## config.mk

```make
export PLATFORM = sky130hd
export DESIGN_NAME = fp32_norm_stage
export DESIGN_NICKNAME = d
export VERILOG_FILES = /design/src/rtl/fpu_pkg.sv /design/src/rtl/lzc32.sv /design/src/rtl/fp32_norm_stage.sv
export SDC_FILE = /design/constraint.sdc
export NUM_CORES = 1
export LEC_CHECK = 0
export CORE_AREA = 10 10 137 152
export CTS_CLUSTER_SIZE = 16
export DETAILED_ROUTE_END_ITERATION = 12
export DIE_AREA = 0 0 147 162
export GPL_TIMING_DRIVEN = 0
export HOLD_SLACK_MARGIN = 0.03
export SLEW_MARGIN = 20
export SYNTH_ARGS = -nofsm -noshare
export SYNTH_HDL_FRONTEND = slang
export SYNTH_SLANG_ARGS = --single-unit
```

## constraint.sdc

```tcl
create_clock -name clk -period 3.55 [get_ports clk]
set_clock_uncertainty 0.05 [all_clocks]
set_input_delay 1.065 -clock clk [delete_from_list [all_inputs] [get_ports clk]]
set_output_delay 1.065 -clock clk [all_outputs]
set_load 0.02 [all_outputs]
```

## src/rtl/fpu_pkg.sv

```systemverilog
// rtl/fpu_pkg.sv - shared FP32 datapath constants and stage-1 register type
//
// Purpose : widths, exponent bias and the normalise stage-1 record used by
//           the FP32 datapath blocks.
// Contents: MANT_W, EXP_W, LZC_W, BIAS, norm_s1_t.
package fpu_pkg;

  localparam int MANT_W = 32;
  localparam int EXP_W  = 10;
  localparam int LZC_W  = $clog2(MANT_W) + 1;
  localparam int BIAS   = 127;

  // Stage-1 record of the normalise stage: the raw operand plus its
  // leading-zero count and a zero flag, so stage 2 never re-scans the mantissa.
  typedef struct packed {
    logic              sign;
    logic [EXP_W-1:0]  exp;
    logic [MANT_W-1:0] mant;
    logic [LZC_W-1:0]  lzc;
    logic              zero;
  } norm_s1_t;

endpackage

```

## src/rtl/lzc32.sv

```systemverilog
// rtl/lzc32.sv - combinational 32-bit leading-zero counter
//
// Purpose : count leading zeros of a 32-bit word; an all-zero word gives 32.
// Ports   : d   (in, 32) word to scan
//           cnt (out, 6) leading-zero count, 0..32
module lzc32
  import fpu_pkg::*;
(
  input  logic [31:0]      d,
  output logic [LZC_W-1:0] cnt
);

  // Each tree node holds a "has a one" flag and the zero count inside its
  // span. Counts are carried at 5 bits on every level to keep widths uniform;
  // only the low log2(span) bits are ever non-zero.
  logic [15:0] v1;
  logic [7:0]  v2;
  logic [3:0]  v3;
  logic [1:0]  v4;
  logic        v5;
  logic [4:0]  c1 [16];
  logic [4:0]  c2 [8];
  logic [4:0]  c3 [4];
  logic [4:0]  c4 [2];
  logic [4:0]  c5;

  always_comb begin
    // 2-bit encoders: the count is 1 only when the upper bit is clear.
    for (int i = 0; i < 16; i++) begin
      v1[i] = d[2*i+1] | d[2*i];
      c1[i] = {4'b0000, ~d[2*i+1]};
    end
    // Merge: if the upper half holds a one, its count stands; otherwise the
    // whole upper half is zeros, so add its span (a single set bit, since the
    // lower count is always smaller than the span).
    for (int i = 0; i < 8; i++) begin
      v2[i] = v1[2*i+1] | v1[2*i];
      c2[i] = v1[2*i+1] ? c1[2*i+1] : (c1[2*i] | 5'd2);
    end
    for (int i = 0; i < 4; i++) begin
      v3[i] = v2[2*i+1] | v2[2*i];
      c3[i] = v2[2*i+1] ? c2[2*i+1] : (c2[2*i] | 5'd4);
    end
    for (int i = 0; i < 2; i++) begin
      v4[i] = v3[2*i+1] | v3[2*i];
      c4[i] = v3[2*i+1] ? c3[2*i+1] : (c3[2*i] | 5'd8);
    end
    v5 = v4[1] | v4[0];
    c5 = v4[1] ? c4[1] : (c4[0] | 5'd16);
    cnt = v5 ? {1'b0, c5} : 6'd32;
  end

endmodule

```

## src/rtl/fp32_norm_stage.sv

```systemverilog
// rtl/fp32_norm_stage.sv - pipelined leading-zero count and normalise stage
//
// Purpose : shift the mantissa so its leading one sits at bit 31, adjust the
//           exponent, clamp to subnormal on underflow. Two register stages,
//           valid/ready on both sides, full throughput.
// Ports   : clk, rst_n (sync, active low)
//           in_valid/in_ready, in_sign, in_exp (signed biased), in_mant
//           out_valid/out_ready, out_sign, out_exp, out_mant, out_lzc,
//           out_zero, out_denorm
module fp32_norm_stage #(
  parameter  int MANT_W = 32,
  parameter  int EXP_W  = 10,
  localparam int LZC_W  = $clog2(MANT_W) + 1
) (
  input  logic              clk,
  input  logic              rst_n,
  input  logic              in_valid,
  output logic              in_ready,
  input  logic              in_sign,
  input  logic [EXP_W-1:0]  in_exp,
  input  logic [MANT_W-1:0] in_mant,
  output logic              out_valid,
  input  logic              out_ready,
  output logic              out_sign,
  output logic [EXP_W-1:0]  out_exp,
  output logic [MANT_W-1:0] out_mant,
  output logic [LZC_W-1:0]  out_lzc,
  output logic              out_zero,
  output logic              out_denorm
);

  fpu_pkg::norm_s1_t s1_q;
  logic              s1_valid;
  logic              s2_valid;
  logic              adv1;
  logic              adv2;
  logic [LZC_W-1:0]  in_lzc;

  // Stage-2 next values.
  logic [EXP_W-1:0]  exp_adj;
  logic [EXP_W-1:0]  uf_shift;
  logic [EXP_W-1:0]  n_exp;
  logic [MANT_W-1:0] n_mant;
  logic              n_denorm;

  // A stage may load whenever its own content is leaving or it is empty;
  // the ready path is combinational from out_ready so a full pipe still
  // streams one item per cycle.
  assign adv2      = !s2_valid || out_ready;
  assign adv1      = !s1_valid || adv2;
  assign in_ready  = adv1;
  assign out_valid = s2_valid;

  lzc32 u_lzc (
    .d   (in_mant),
    .cnt (in_lzc)
  );

  // Stage 1: capture operand, count and zero flag.
  always_ff @(posedge clk) begin
    if (!rst_n) begin
      s1_valid <= 1'b0;
      s1_q     <= '0;
    end else if (adv1) begin
      s1_valid <= in_valid;
      if (in_valid) begin
        s1_q.sign <= in_sign;
        s1_q.exp  <= in_exp;
        s1_q.mant <= in_mant;
        s1_q.lzc  <= in_lzc;
        s1_q.zero <= (in_mant == '0);
      end
    end
  end

  // Stage 2 datapath. The exponent is signed; lzc is zero-extended before
  // the subtract so a count of 32 stays positive.
  always_comb begin
    exp_adj  = s1_q.exp - {{(EXP_W-LZC_W){1'b0}}, s1_q.lzc};
    // On underflow only shift as far as the exponent can pay for, landing at
    // exponent 1 minus one (the subnormal encoding 0). A non-positive
    // exponent gets no shift at all.
    uf_shift = ($signed(s1_q.exp) > 1) ? (s1_q.exp - 1'b1) : '0;
    n_exp    = '0;
    n_mant   = '0;
    n_denorm = 1'b0;
    if (s1_q.zero) begin
      n_exp    = '0;
      n_mant   = '0;
      n_denorm = 1'b0;
    end else if ($signed(exp_adj) >= 1) begin
      n_exp    = exp_adj;
      n_mant   = s1_q.mant << s1_q.lzc;
      n_denorm = 1'b0;
    end else begin
      n_exp    = '0;
      n_mant   = s1_q.mant << uf_shift;
      n_denorm = 1'b1;
    end
  end

  // Stage 2 / output register. Data only changes when a real item moves in,
  // so held outputs are bit-stable under backpressure.
  always_ff @(posedge clk) begin
    if (!rst_n) begin
      s2_valid   <= 1'b0;
      out_sign   <= 1'b0;
      out_exp    <= '0;
      out_mant   <= '0;
      out_lzc    <= '0;
      out_zero   <= 1'b0;
      out_denorm <= 1'b0;
    end else if (adv2) begin
      s2_valid <= s1_valid;
      if (s1_valid) begin
        out_sign   <= s1_q.sign;
        out_exp    <= n_exp;
        out_mant   <= n_mant;
        out_lzc    <= s1_q.lzc;
        out_zero   <= s1_q.zero;
        out_denorm <= n_denorm;
      end
    end
  end

endmodule

```

==> results.py <==
metrics = {
    "min_path": {
        "holdCritStartpoint": "out_mant[12]$_SDFFE_PN0P_",
        "hp-class": "reg -> reg",
        "whs_endpoint": "out_mant[12]$_SDFFE_PN0P_",
        "min_delay_path_depth": 2,
    },
    "yosys": {
        "synth_edf_count": 0,
        "netlist_area_mm2": 0.00696,
        "avgSynthCellArea_um2": 7.64,
        "yosysUniqueCellTypes": 91,
        "synth_flop_cell": "dfxtp_1",
        "syn_nets": 966,
        "yosysWarnings": 0,
        "yosysSeqAreaShare": 0.291,
        "synth-async-reset-ratio": 0,
        "synth_seq_cells": 101,
        "synthCells": 910,
    },
    "clock_tree": {
        "clk_path_buf_depth": 2,
        "clock-sinks": 101,
        "ctsHtreeMaxLevel": 3,
        "path_clk_slew_ns": 0.07,
        "root_buffer": "clkbuf_16",
        "cts.hold.buffers_added": 0,
        "clock_insertion_delay_worst_skew_ns": 0.37,
        "cts_tree": "yes",
        "cts_buffers": 9,
    },
    "sta": {
        "fin_tns_setup_ns": -7.47,
        "final_max_slew_viol_count": 0,
        "rsz0062_at_grt": "yes",
        "finalWorstSetupSlack_ns": -0.356,
        "final-hold-violation-count": 0,
        "relSlewSlack": 0.423,
        "fin_crit_sh": 1.10,
        "setup_viol_count_final": 30,
        "layout_min_cycle_time_ns": 3.91,
        "worst_slew_pin_slew_ns": 0.863,
        "holdWs_ns": 0.396,
        "fmax_mhz": 256,
    },
    "global_route": {
        "antenna_found_initial": 0,
        "track_usage": 0.231,
        "grt_first_pass_wirelength_um": 44100,
        "grt_max_degree": 19,
        "overflow": 0,
        "grt_pass1_vias": 7557,
    },
    "critical_path": {
        "path_cells": "clkbuf_8 -> inv_1 -> ha_4 -> o21a_1 -> o211a_1 -> nor2_4 -> xor2_2 -> o211ai_1 -> buf_4 -> and3_4 -> buf_12 -> buf_8 -> mux2i_4 -> o21ai_1 -> a21o_1 -> a21o_1 -> a221o_1",
        "startpoint_type": "register",
        "crit_top_cell": "a21o_1",
        "rrSetupSlack_ns": -0.36,
        "end_kind": "register",
        "slowest_stage": "o211a_1",
        "cp.arrival_ns": 4.11,
        "timing.rr.end": "out_mant[30]$_SDFFE_PN0P_",
        "reg2reg_from": "s1_q[3]$_SDFFE_PN0P_",
        "reg2reg_depth": 17,
        "critPathMaxStageDelay_ns": 0.40,
        "crit_type": "reg -> reg",
        "required_ns": 3.76,
        "cp_max_fo": 8,
    },
    "power_and_ir_drop": {
        "p_leak_uw": 0.00355,
        "ir_worst_vdd_mv": 0.260,
        "power_density_mw_per_mm2": 453,
    },
    "layout": {
        "finish.instance_area_mm2": 0.00998,
        "nNetsFinal": 1135,
        "area_delta_synth_final_pct": 43.4,
        "antenna_cells": 0,
        "layout-drive-gt1-share": 0.243,
        "fillCellCount": 1697,
    },
    "die": {
        "fp.dieW_um": 147,
        "die_y_um": 162,
        "dieArea_mm2": 0.0238,
        "pin_count": 100,
        "core-area_mm2": 0.0175,
        "start_util": 0.396,
        "fp-row-count": 51,
    },
    "route": {
        "viasPerCell": 5.93,
        "antenna_left": 0,
        "drc_errors": 0,
        "wl_per_cell_um": 21.7,
        "drtIter0Drc": 634,
        "vias": 7841,
        "dr.pass1.iters": 5,
        "drt_wl_total_um": 28700,
    },
    "placement": {
        "dp_hpwl_um": 21400,
        "gp_congestion": 1.01,
        "numPortBuffers": 99,
        "dpl-instance-area_mm2": 0.00836,
    },
    "status": {
        "violations": "setup timing",
        "outcome": "complete, but fails checks",
    },
    "flow_run": {
        "cap_violations": 0,
    },
}
## where the power goes
group / switching (uW) / internal (uW) / total, uW
combinational: 1250 / 999 / 2250
sequential: 76.1 / 1200 / 1270
clock: 492 / 508 / 1000
## layout by cell type (no fill, tap or decap), drive strengths merged, types with 6 or more instances in the layout
cell type and n:
nor2b 6, a22oi 11, a21oi 96, nor2 77
dfxtp 101, a211oi 14, nand3 27, buf 91
a32oi 9, mux2i 42, o211ai 17, o221ai 8
ha 8, clkdlybuf4s50 98, nor3 23, or4 12
and2 8, a31oi 8, inv 23, o22ai 9
o21ai 45, a22o 8, or3 6, nand4 11
a211o 6, clkbuf 40, mux2 19, nand2 161
## cell families after synthesis
group | after synthesis | synth area share
compound gates | 287 | 0.286
xor+xnor | 9 | 0.0113
fa+ha+maj | 9 | 0.0173
buf+inv | 84 | 0.0554
flops | 101 | 0.291
mux | 61 | 0.0998
simple gates | 359 | 0.239
## critical path: cells and delay by family, from the launching register on
family	cells	cell delay, ns
compound gates	7	1.61
xor+xnor	1	0.18
fa+ha+maj	1	0.30
buf+inv	5	0.65
flops	1	0.32
mux	1	0.29
simple gates	2	0.36
## per-layer routing
metal  track usage  vias up  wire length [um]
li1              -     3712                 -
met1         0.282     3762             11900
met2         0.396      309             14100
met3        0.0409       58              1800
met4        0.0924        0               887
met5             0        -                 0
## cell type report
cell class,count,area [um^2],area share
Sequential cell,101,2040,0.205
Tap cell,238,298,0.0299
Multi-Input combinational cell,727,5340,0.535
Inverter,20,77.6,0.00778
Timing Repair Buffer,162,1570,0.158
Clock inverter,6,53.8,0.00539
Clock buffer,10,239,0.0240
Buffer,58,352,0.0352
## synth_stat cells, types with 9 or more instances
library cell	instances	area (um^2)
nand2_1	160	601
dfxtp_1	101	2020
a21oi_1	95	475
nor2_1	76	285
mux2i_1	36	360
clkbuf_1	33	124
nand3_1	27	135
o21ai_0	27	135
inv_1	20	75.1
nor3_1	20	100
mux2_2	16	180
o211ai_1	16	120
o21ai_1	16	80.1
buf_2	13	65.1
or4_1	12	90.1
a22oi_1	11	82.6
buf_1	11	41.3
nand4_1	11	68.8
a211oi_1	9	67.6
a32oi_1	9	78.8
o22ai_1	9	56.3
## stage by stage
stage | total power, uW | util | setup slack [ns] | instances
2_1_floorplan | 2380 | - | -0.0850 | 910
3_3_place_gp | 2900 | 0.476 | -1.09 | 1247
3_5_place_dp | 2900 | 0.476 | -1.09 | 1247
4_1_cts | 4400 | 0.555 | -0.332 | 1313
5_1_grt | 4700 | 0.568 | -0.482 | 1322
6_report | 4520 | 0.568 | -0.356 | 1322
## state kept, by name, indices dropped and copies added, names as in the netlist
signal,cells
s1_valid,1
out_exp,10
out_denorm,1
out_lzc,6
out_sign,1
out_mant,32
s1_q,49
out_valid,1
## worst max path at each step
stage,end,from,cells after the start,slack (ns)
4_1_cts,out_mant[30]$_SDFFE_PN0P_,s1_q[39]$_SDFFE_PN0P_,19,-0.33
5_1_grt,out_mant[30]$_SDFFE_PN0P_,s1_q[3]$_SDFFE_PN0P_,17,-0.48
6_report,out_mant[30]$_SDFFE_PN0P_,s1_q[3]$_SDFFE_PN0P_,17,-0.36
3_5_place_dp,out_mant[30]$_SDFFE_PN0P_,s1_q[1]$_SDFFE_PN0P_,16,-1.09
3_3_place_gp,out_mant[30]$_SDFFE_PN0P_,s1_q[1]$_SDFFE_PN0P_,16,-1.09
2_1_floorplan,out_mant[30]$_SDFFE_PN0P_,s1_q[39]$_SDFFE_PN0P_,18,-0.08
## timing repair
item	in CTS	in global routing
pin swaps	52	22
setup endpoints to repair	33	32
resized for setup	146	43
cloned	5	0
setup buffers	49	13
(Power assumes the default switching activity.)
